`config.mk`:
```
export PLATFORM = sky130hd
export DESIGN_NAME = parsed_msg_fifo
export DESIGN_NICKNAME = d
export VERILOG_FILES = /design/src/rtl/parsed_msg_fifo.sv
export SDC_FILE = /design/constraint.sdc
export NUM_CORES = 1
export LEC_CHECK = 0
export CORE_ASPECT_RATIO = 1.4
export CORE_MARGIN = 2
export CORE_UTILIZATION = 60
export CTS_CLUSTER_DIAMETER = 120
export DETAILED_ROUTE_END_ITERATION = 8
export GPL_TIMING_DRIVEN = 0
export PLACE_DENSITY = 0.79
export SYNTH_ARGS = -nofsm -noshare
export SYNTH_HDL_FRONTEND = slang
export SYNTH_SLANG_ARGS = --single-unit
```
`constraint.sdc`:
```
create_clock -name clk -period 7.6 [get_ports clk]
set_input_delay 1.52 -clock clk [delete_from_list [all_inputs] [get_ports clk]]
set_output_delay 1.52 -clock clk [all_outputs]
set_load 0.02 [all_outputs]
```
`src/rtl/parsed_msg_fifo.sv`:
```
// Buffers parsed ITCH events (type, order_ref) for the order-book stage.
// Events that arrive while the FIFO is full are dropped and counted; a per-type mask filters input.
module parsed_msg_fifo #(
    parameter int DEPTH = 16,
    parameter int CNT_W = 16
) (
    input  logic                     clk,
    input  logic                     rst,
    input  logic                     parsed_valid,
    input  logic [3:0]               parsed_type,
    input  logic [63:0]              order_ref,
    input  logic [15:0]              type_mask,
    input  logic                     clr_stats,
    output logic                     out_valid,
    input  logic                     out_ready,
    output logic [3:0]               out_type,
    output logic [63:0]              out_order_ref,
    output logic [$clog2(DEPTH):0]   fill_level,
    output logic                     overflow,
    output logic [CNT_W-1:0]         drop_count
);

    localparam int AW = $clog2(DEPTH);
    localparam int FW = AW + 1;

    logic [3:0]    mem_type [DEPTH];
    logic [63:0]   mem_ref  [DEPTH];
    logic [AW-1:0] wr_ptr, rd_ptr;
    logic [FW-1:0] fill, fill_next;
    logic          accept, pop, push, drop, full;
    logic [CNT_W-1:0] cnt_base, cnt_next;
    logic          ovf_next;

    // Output handshake: the head entry transfers on any rising edge where out_valid && out_ready;
    // out_valid never drops and the head never changes until that transfer happens.
    assign full   = (fill == FW'(DEPTH));
    assign accept = parsed_valid && type_mask[parsed_type];
    assign pop    = out_valid && out_ready;
    assign push   = accept && (!full || pop);
    assign drop   = accept && full && !pop;

    always_comb begin
        fill_next = fill;
        case ({push, pop})
            2'b10:   fill_next = fill + FW'(1);
            2'b01:   fill_next = fill - FW'(1);
            default: fill_next = fill;
        endcase
    end

    // clr_stats takes effect before a same-cycle drop is counted.
    always_comb begin
        cnt_base = clr_stats ? '0 : drop_count;
        cnt_next = cnt_base;
        ovf_next = clr_stats ? 1'b0 : overflow;
        if (drop) begin
            ovf_next = 1'b1;
            if (cnt_base != '1) cnt_next = cnt_base + CNT_W'(1);
        end
    end

    always_ff @(posedge clk or posedge rst) begin
        if (rst) begin
            wr_ptr     <= '0;
            rd_ptr     <= '0;
            fill       <= '0;
            out_valid  <= 1'b0;
            overflow   <= 1'b0;
            drop_count <= '0;
        end else begin
            if (push) wr_ptr <= wr_ptr + AW'(1);
            if (pop)  rd_ptr <= rd_ptr + AW'(1);
            fill       <= fill_next;
            out_valid  <= (fill_next != '0);
            overflow   <= ovf_next;
            drop_count <= cnt_next;
        end
    end

    always_ff @(posedge clk) begin
        if (push) begin
            mem_type[wr_ptr] <= parsed_type;
            mem_ref[wr_ptr]  <= order_ref;
        end
    end

    assign out_type      = out_valid ? mem_type[rd_ptr] : 4'd0;
    assign out_order_ref = out_valid ? mem_ref[rd_ptr]  : 64'd0;
    assign fill_level    = fill;

endmodule

```
Yosys cells after proc, flatten, opt, wreduce, memory -nomap -nowiden:

Memory sizes are Yosys's and may differ from the RTL's.
Cells that the tools add are included.

* bits of input ports: 89
* output and inout bits: 91
* bits in writable memories: 1088
* memories: 2
* register bits: 31

* add/sub/neg operators: 5
* multiplexer cells: 12
* order comparisons: 1
* equal/unequal tests: 4
* reduce and logical (&&, ||, !) cells: 10

Memories
* mem_ref: depth 16, bits a word 64, read ports 1, clocked after memory_dff 0, wr ports 1, line 27 `logic [63:0] mem_ref [DEPTH];`
* mem_type: depth 16, bits a word 4, read ports 1, clocked after memory_dff 0, wr ports 1, line 26 `logic [3:0] mem_type [DEPTH];`

Operator list (count)
* $mux W64: 1
* $mux W16: 3
* $add A16 B1 Y16 const B: 1
* $ne A16 B16 Y1 const B: 1
* $pmux W5 S2: 1
* $add A4 B1 Y4 const B: 2
* $add A5 B1 Y5 const B: 1
* $eq A5 B5 Y1 const B: 1
* $logic_and A1 B1 Y1: 5
* $lt A4 B5 Y1 const B: 1
* $mux W1: 5
* $reduce_bool A5 Y1: 1
* $sub A5 B1 Y5 const B: 1
* $bmux W1 S4: 1
* $mux W4: 1
* $eq A2 B1 Y1 const B: 1
* $eq A2 B2 Y1 const B: 1
* $logic_not A1 Y1: 2
* $reduce_bool A2 Y1: 1
* $logic_or A1 B1 Y1: 1

Logic depth before layout (Yosys ltp):

Gate-level depths: netlist of run 1.

* depth in word-level cells: 7
* gate-level depth with buffers: 12

Worst setup path before layout of run 1:

OpenSTA, ideal clock, no wires.

* path kind: input -> register
* start point: input parsed_type[0]
* end point: memory mem_ref[3][0] (enable)
* path buffers: 1
* setup time: 0.577 ns
* slack: -0.232 ns
* cell stages on the path: 8
* arrival time: 7.254 ns
* cell sequence: buf_2 > mux2i_1 > a32oi_1 > and3_4 > nor2_8 > nor2_4 > nand2_1 > nor3_1

* word-level cells in the longest chain between the ends: 6

RTL lines
* start: declaration: line 10 `input logic [3:0] parsed_type,`
* $bmux W1 S4: line 37 `assign accept = parsed_valid && type_mask[parsed_type];`
* $mux W1 (implied by the code): line 37
* $logic_and A1 B1 Y1: line 37
* $logic_and A1 B1 Y1: line 39 `assign push = accept && (!full || pop);`
* $mux W1: line 81 `if (push) begin`
* $mux W1 (implied by the code): line 83 `mem_ref[wr_ptr] <= order_ref;`
* end: declaration: line 27

Every way passes these cells. The select of a mux whose other input is x is not followed.

Worst setup path in the final report of run 1:

* start point: register rd_ptr[1]
* end point: output out_order_ref[50]

* word-level cells in the longest chain between the ends: 2

RTL lines
* start: declaration: line 28 `logic [AW-1:0] wr_ptr, rd_ptr;`
* start signal: assignment: line 72 `if (pop) rd_ptr <= rd_ptr + AW'(1);`
* $mem_v2 Z16 W64
* $mux W64: line 88 `assign out_order_ref = out_valid ? mem_ref[rd_ptr] : 64'd0;`
* end: declaration: line 17 `output logic [63:0] out_order_ref,`

Every way passes these cells.

==> run_results.csv, run 1 <==
group,metric,value,unit
clocking,htreeDepth,3,
logic_synthesis,synthTopCellsByArea,"edfxtp_1 76%, mux4_2 18%, dfrtp_1 1.8%",
worst_setup_path,path_buf_inv,3,
layout,area_growth,17.3,%
worst_setup_path,critical-path-slowest-cell,"buf_1",
drt,routedWlPerCell,34.7,um
worst_setup_path,timing.rr.end,"mem_ref[5][39]$_DFFE_PP_",
clocking,post_cts_buffers,0,
clocking,cts_resized,0,
layout,layout_common_cells,"1088 x edfxtp_1, 340 x mux4_2, 179 x clkdlybuf4s50_1, 100 x clkbuf_16, 70 x and2_1",
layout,layoutNonFillerInstCount,3160,
placement,gp_congestion,0.776,
layout,utilization,71.0,%
clocking,cts_max_path_buffers,3,
die,die_h,322,um
logic_synthesis,ys_ff_latch,1119,
drt,ant_nets,0,
power,p_sw_share,30.7,%
status,outcome,"complete, no violations",
placement,hpwl,63600,um
sta,worst_slew_pin_slew,1100,ps
die,io_pins,180,
clocking,root_buffer,"clkbuf_16",
layout,final_common_cell,"edfxtp_1",
worst_setup_path,cp.depth,6,
clocking,cts_tree,"done",
power,p_seq_share,39.1,%
logic_synthesis,synth_largest_area_cell,"edfxtp_1",
worst_setup_path,crit_arrival,4490,ps
power,p_switching,5.71,mW
flow_run,maxCapViolCount,0,
worst_setup_path,worst_path_most_repeated_cell,"mux4_2",
drt,dr.pass1.iters,6,
drt,viasPerCell,6.77,
worst_setup_path,worstPathRequired,6080,ps
grt,grt_pass1_vias,22600,
die,start_util,60.5,%
worst_setup_path,cp-end-kind,"output port",
power,internal-power,12.9,mW
logic_synthesis,yosysWarnings,0,
die,core_area,0.0714,mm^2
sta,finalSetupViolCount,0,
sta,relSlewSlack,26.8,%
logic_synthesis,synth_flop_cell,"edfxtp_1",
worst_setup_path,critPathTopFamily,"buffers and inverters",
worst_setup_path,crit_path_start,"rd_ptr[1]$_DFFE_PP0N_",
power,peakVddDrop,0.264,mV
logic_synthesis,syn_avg_cell_area,24.0,um^2
min_path,min_delay_path_depth,1,
clocking,cts_sinks,1119,
logic_synthesis,yosysTopAreaCellShare,75.6,%
die,fp.dieArea,0.0742,mm^2
clocking,postCtsHoldBufs,0,
layout,final_nets,2239,
sta,rsz0062_at_grt,"no",
power,comb_power_share,35.3,%
worst_setup_path,r2r-start,"out_valid$_DFF_PP0_",
logic_synthesis,synthCells,1800,
worst_setup_path,startpoint_type,"flip-flop",
worst_setup_path,ff2ff_setup_slack,3380,ps
worst_setup_path,max_stage_delay,850,ps
min_path,holdCritPathClass,"flip-flop to flip-flop",
min_path,hp-start,"fill_level[4]$_DFF_PP0_",
drt,drt-total-wl,110000,um
clocking,clkTransAtPathRegs,70,ps
power,power_density,367,mW/mm^2
placement,port_buffers,179,
worst_setup_path,r2r_cells,9,
sta,post-route-min-period,6010,ps
drt,drcViolationCount,0,
logic_synthesis,synthArstFlopShare,2.77,%
grt,antenna_found_initial,6,
clocking,cts_made_buffers,97,
logic_synthesis,yosysSeqAreaShare,77.4,%
die,rows,116,
logic_synthesis,synth-edff-count,1088,
worst_setup_path,crit_chain,"buf_1 -> clkbuf_1 -> mux4_2 -> mux4_2 -> and2_1 -> clkdlybuf4s50_1",
logic_synthesis,synth_cell_type_count,52,
sta,fin_crit_sh,79.1,%
drt,drtIter0Drc,3044,
power,p_clk_share,25.6,%
layout,drive_above_1_share,27.1,%
power,fin_total_pwr,18.6,mW
logic_synthesis,synth_area,0.0432,mm^2
grt,grt_pass1_wl,156000,um
clocking,worst_skew_pair.late_latency,670,ps
drt,vias,21400,
power,cellLeakagePower,16.0,nW
worst_setup_path,critical_path_class,"flip-flop to output port",
worst_setup_path,cp_max_fo,10,
grt,grt-ovfl-total,0,
placement,dp.cells,2985,
sta,clock.fmax,166,MHz
sta,hold_viol_final,0,
sta,slew_violations,0,
grt,grt_max_degree,32,
sta,fin_setup_tns,0,ps
grt,track_usage,29.9,%
worst_setup_path,critPathCapture,"out_order_ref[50]",
sta,finClkSkew,23.4,ps
logic_synthesis,syn_nets,1899,
die,die_w,231,um
-- flip-flops by register name, indices dropped and copies added, names as in the netlist --
register / count
rd_ptr: 4
mem_type: 64
drop_count: 16
fill_level: 5
wr_ptr: 4
overflow: 1
out_valid: 1
mem_ref: 1024
-- cells in the mapped netlist (6+ instances only) --
master       n
clkbuf_1    49
buf_2       24
mux2i_1      8
nor3_1       8
nor2b_1     11
and2_1      70
edfxtp_1  1088
nand2_1     23
nand4_1      6
ha_1         9
mux4_2     340
nor2_1      22
dfrtp_1     31
xnor2_1     15
buf_1        9
buf_4        6
a21oi_1     13
-- worst min-delay path by stage --
stage	to	slack, ps
CTS	fill_level[4]$_DFF_PP0_	540
global route	fill_level[4]$_DFF_PP0_	560
finish	fill_level[4]$_DFF_PP0_	540
global placement	fill_level[4]$_DFF_PP0_	510
floorplan	wr_ptr[3]$_DFFE_PP0P_	570
detailed placement	fill_level[4]$_DFF_PP0_	530
-- power groups by stage --
stage	Combinational (mW)	Sequential [mW]	Clock, mW
final	6.57	7.28	4.76
after detailed placement	6.51	7.39	0
after global placement	6.24	7.44	0
after floorplan	3.99	7.39	0
after CTS	6.62	7.28	4.79
after global routing	6.86	7.30	5.01
-- final cells by class --
| cell class | instances | area (um^2) |
|---|---|---|
| Inverter | 5 | 18.8 |
| Clock inverter | 53 | 395 |
| Buffer | 92 | 428 |
| Fill cell | 3992 | 20700 |
| Multi-Input combinational cell | 584 | 9460 |
| Tap cell | 944 | 1180 |
| Clock buffer | 119 | 2600 |
| Antenna cell | 3 | 7.51 |
| Sequential cell | 1119 | 33400 |
| Timing Repair Buffer | 241 | 3150 |
-- worst reg2reg max path, cell delays in order (launching register included) --
cell and delay (ps):
dfrtp_1 970, and2_1 230, clkbuf_1 450, nor2_2 160, nor2_4 220, nand2_1 300, nor2_4 860, buf_12 310
buf_16 240, buf_16 180
-- cell families after synthesis --
| group | Yosys count | share of synthesized area [%] |
|---|---|---|
| xor gates and xnor gates | 17 | 0.345 |
| buffers and inverters | 97 | 1.03 |
| and+or+nand+nor | 170 | 2.29 |
| muxes | 354 | 18.1 |
| DFF | 1119 | 77.4 |
| AOI/OAI and AO/OA | 33 | 0.565 |
| adders and majority gates | 10 | 0.307 |
-- layer usage --
layer	up-vias	global-route usage, %	share of wire [%]
met4	8	11.6	3.4
met3	243	4.59	8.9
met5	-	0	0.047
li1	8367	-	-
met1	11400	38.8	35
met2	1431	51.7	53
-- stage by stage --
step                      area [um^2]  hold slack [ps]  setup slack, ps
after CTS                       50700              540             1690
after floorplan                 43200              574             1590
after detailed placement        47700              531             1790
after global placement          46200              514            -3150
final                           50700              535             1590
after global routing            50700              558             1630
(Power assumes the default switching activity.)
==> run 2, diff against run 1 <==
Clock period 7.6 ns to 6.22 ns, I/O delays scaled along.
==> results of run 2 <==
The final DEF is identical to that of run 1. Status: complete, no violations.
Main changes from that run: setup slack after placement 1790 ps -> 681 ps; setup slack after layout 1590 ps -> 487 ps; register-to-register setup slack 3380 ps -> 2000 ps; total power 18.6 mW -> 22.7 mW; worst IR drop on VDD 0.264 mV -> 0.323 mV
==> run 3, diff against run 2 <==
Settings changed: CAP_MARGIN set to 20.
==> run_results.csv, run 3 (synthesis results as in run 1) <==
group,metric,value,unit
worst_setup_path,worstPathRequired,4980,ps
layout,final_common_cell,"edfxtp_1",
worst_setup_path,cp_max_fo,10,
drt,drt-total-wl,109000,um
worst_setup_path,startpoint_type,"flip-flop",
clocking,root_buffer,"clkbuf_16",
drt,vias,21400,
min_path,min_to,"overflow$_DFFE_PP0P_",
power,p_seq_share,38.7,%
grt,grt-ovfl-total,0,
clocking,post_cts_buffers,0,
clocking,cts_tree,"done",
drt,viasPerCell,6.74,
power,internal-power,15.9,mW
flow_run,maxCapViolCount,0,
power,comb_power_share,35.3,%
sta,hold_viol_final,0,
placement,gp_congestion,0.776,
die,rows,116,
sta,post-route-min-period,5660,ps
placement,post_dp_cell_area,0.0477,mm^2
layout,drive_above_1_share,27.4,%
power,peakVddDrop,0.395,mV
power,p_clk_share,25.9,%
sta,relSlewSlack,24.4,%
sta,fin_setup_tns,0,ps
die,core_area,0.0714,mm^2
power,p_switching,7.03,mW
grt,grt_pass1_wl,155000,um
sta,worst_slew_pin_slew,1130,ps
worst_setup_path,timing.rr.end,"mem_ref[5][43]$_DFFE_PP_",
sta,finalSetupViolCount,0,
grt,antenna_found_initial,5,
clocking,worst_skew_pair.late_latency,670,ps
die,start_util,60.5,%
layout,area_growth,17.8,%
worst_setup_path,ff2ff_setup_slack,2070,ps
grt,grt_max_degree,24,
power,power_density,451,mW/mm^2
power,cellLeakagePower,16.1,nW
placement,port_buffers,179,
worst_setup_path,cp-end-kind,"output port",
drt,drcViolationCount,0,
clocking,clkTransAtPathRegs,70,ps
sta,rsz0062_at_grt,"no",
layout,largest_reg_flops,1024,
die,die_h,322,um
min_path,min_delay_path_depth,2,
sta,hold_ws,544,ps
power,p_sw_share,30.6,%
sta,clock.fmax,177,MHz
drt,drtIter0Drc,2984,
min_path,holdCritPathClass,"flip-flop to flip-flop",
clocking,cts_made_buffers,97,
die,fp.dieArea,0.0742,mm^2
die,io_pins,180,
drt,routedWlPerCell,34.2,um
die,die_w,231,um
grt,grt_pass1_vias,22400,
sta,slew_violations,0,
worst_setup_path,r2r-start,"out_valid$_DFF_PP0_",
min_path,hp-start,"overflow$_DFFE_PP0P_",
clocking,postCtsHoldBufs,0,
worst_setup_path,crit_arrival,4420,ps
placement,dp.cells,2986,
layout,layout_common_cells,"1088 x edfxtp_1, 340 x mux4_2, 179 x clkdlybuf4s50_1, 98 x clkbuf_16, 70 x and2_1",
worst_setup_path,critical_path_class,"flip-flop to output port",
clocking,cts_sinks,1119,
layout,final_nets,2246,
layout,layoutNonFillerInstCount,3178,
layout,top_regs,"mem_ref: 1024 flops, mem_type: 64 flops, drop_count: 16 flops",
grt,track_usage,29.8,%
drt,dr.pass1.iters,6,
layout,regMostFlops,"mem_ref",
worst_setup_path,r2r_cells,9,
sta,finClkSkew,20.8,ps
clocking,cts_resized,0,
status,outcome,"complete, no violations",
sta,fin_crit_sh,91.0,%
layout,fin_area,0.0509,mm^2
clocking,htreeDepth,3,
drt,ant_nets,0,
placement,hpwl,63600,um
clocking,cts_max_path_buffers,3,
-- run 3: changes by cell type in the layout (fill, tap and decap cells not counted), sizes merged --
| cell | change |
|---|---|
| buf | +7 |
| bufinv | +4 |
| diode | +4 |
| inv | +4 |
| clkbuf | -3 |
| clkinv | +2 |
-- run 3: power by group through the flow --
stage | clock network, mW | logic, mW | registers, mW
finish | 5.95 | 8.11 | 8.89
global route | 6.25 | 8.45 | 8.91
CTS | 5.98 | 8.09 | 8.89
detailed placement | 0 | 7.96 | 9.03
global placement | 0 | 7.63 | 9.09
floorplan | 0 | 4.88 | 9.03
-- run 3: through the flow --
stage	setup slack (ps)	utilization (%)	power, mW
after detailed placement	662	66.8	17.0
after global placement	-4250	64.7	16.7
final	559	71.3	22.9
after floorplan	488	-	13.9
after global routing	530	71.3	23.6
after CTS	572	71.1	23.0
-- run 3: final cells by class --
type | count | area (um^2)
flip-flops and latches | 1119 | 33400
fillers | 3949 | 20500
multi-input cells | 584 | 9460
repair buffers | 248 | 3260
clock buffers | 116 | 2520
well taps | 944 | 1180
clock inverters | 63 | 571
plain buffers | 92 | 428
inverters | 5 | 18.8
diodes | 7 | 17.5
-- run 3: worst max-delay path, stage by stage, from the launching register on --
cell,delay [ps]
dfrtp_1,440
buf_1,870
clkbuf_1,720
mux4_2,460
mux4_2,530
and2_1,190
clkdlybuf4s50_1,540
-- run 3: metal layers --
layer	up-vias	track usage [%]	wire length [um]
met3	219	4.40	9410
li1	8386	-	-
met4	2	12.8	3870
met5	-	0	12
met1	11300	38.7	38000
met2	1460	50.8	57300
-- run 3: worst max path at each step --
| stage | from | end | slack [ps] | depth (start not counted) |
|---|---|---|---|---|
| 5_1_grt | rd_ptr[1]$_DFFE_PP0N_ | out_order_ref[46] | 530 | 6 |
| 4_1_cts | rd_ptr[1]$_DFFE_PP0N_ | out_order_ref[36] | 570 | 6 |
| 6_report | rd_ptr[1]$_DFFE_PP0N_ | out_order_ref[46] | 560 | 6 |
| 3_3_place_gp | parsed_type[0] | mem_ref[11][29]$_DFFE_PP_ | -4250 | 9 |
| 3_5_place_dp | parsed_type[0] | mem_ref[5][43]$_DFFE_PP_ | 660 | 12 |
| 2_1_floorplan | parsed_type[0] | mem_ref[7][0]$_DFFE_PP_ | 490 | 8 |
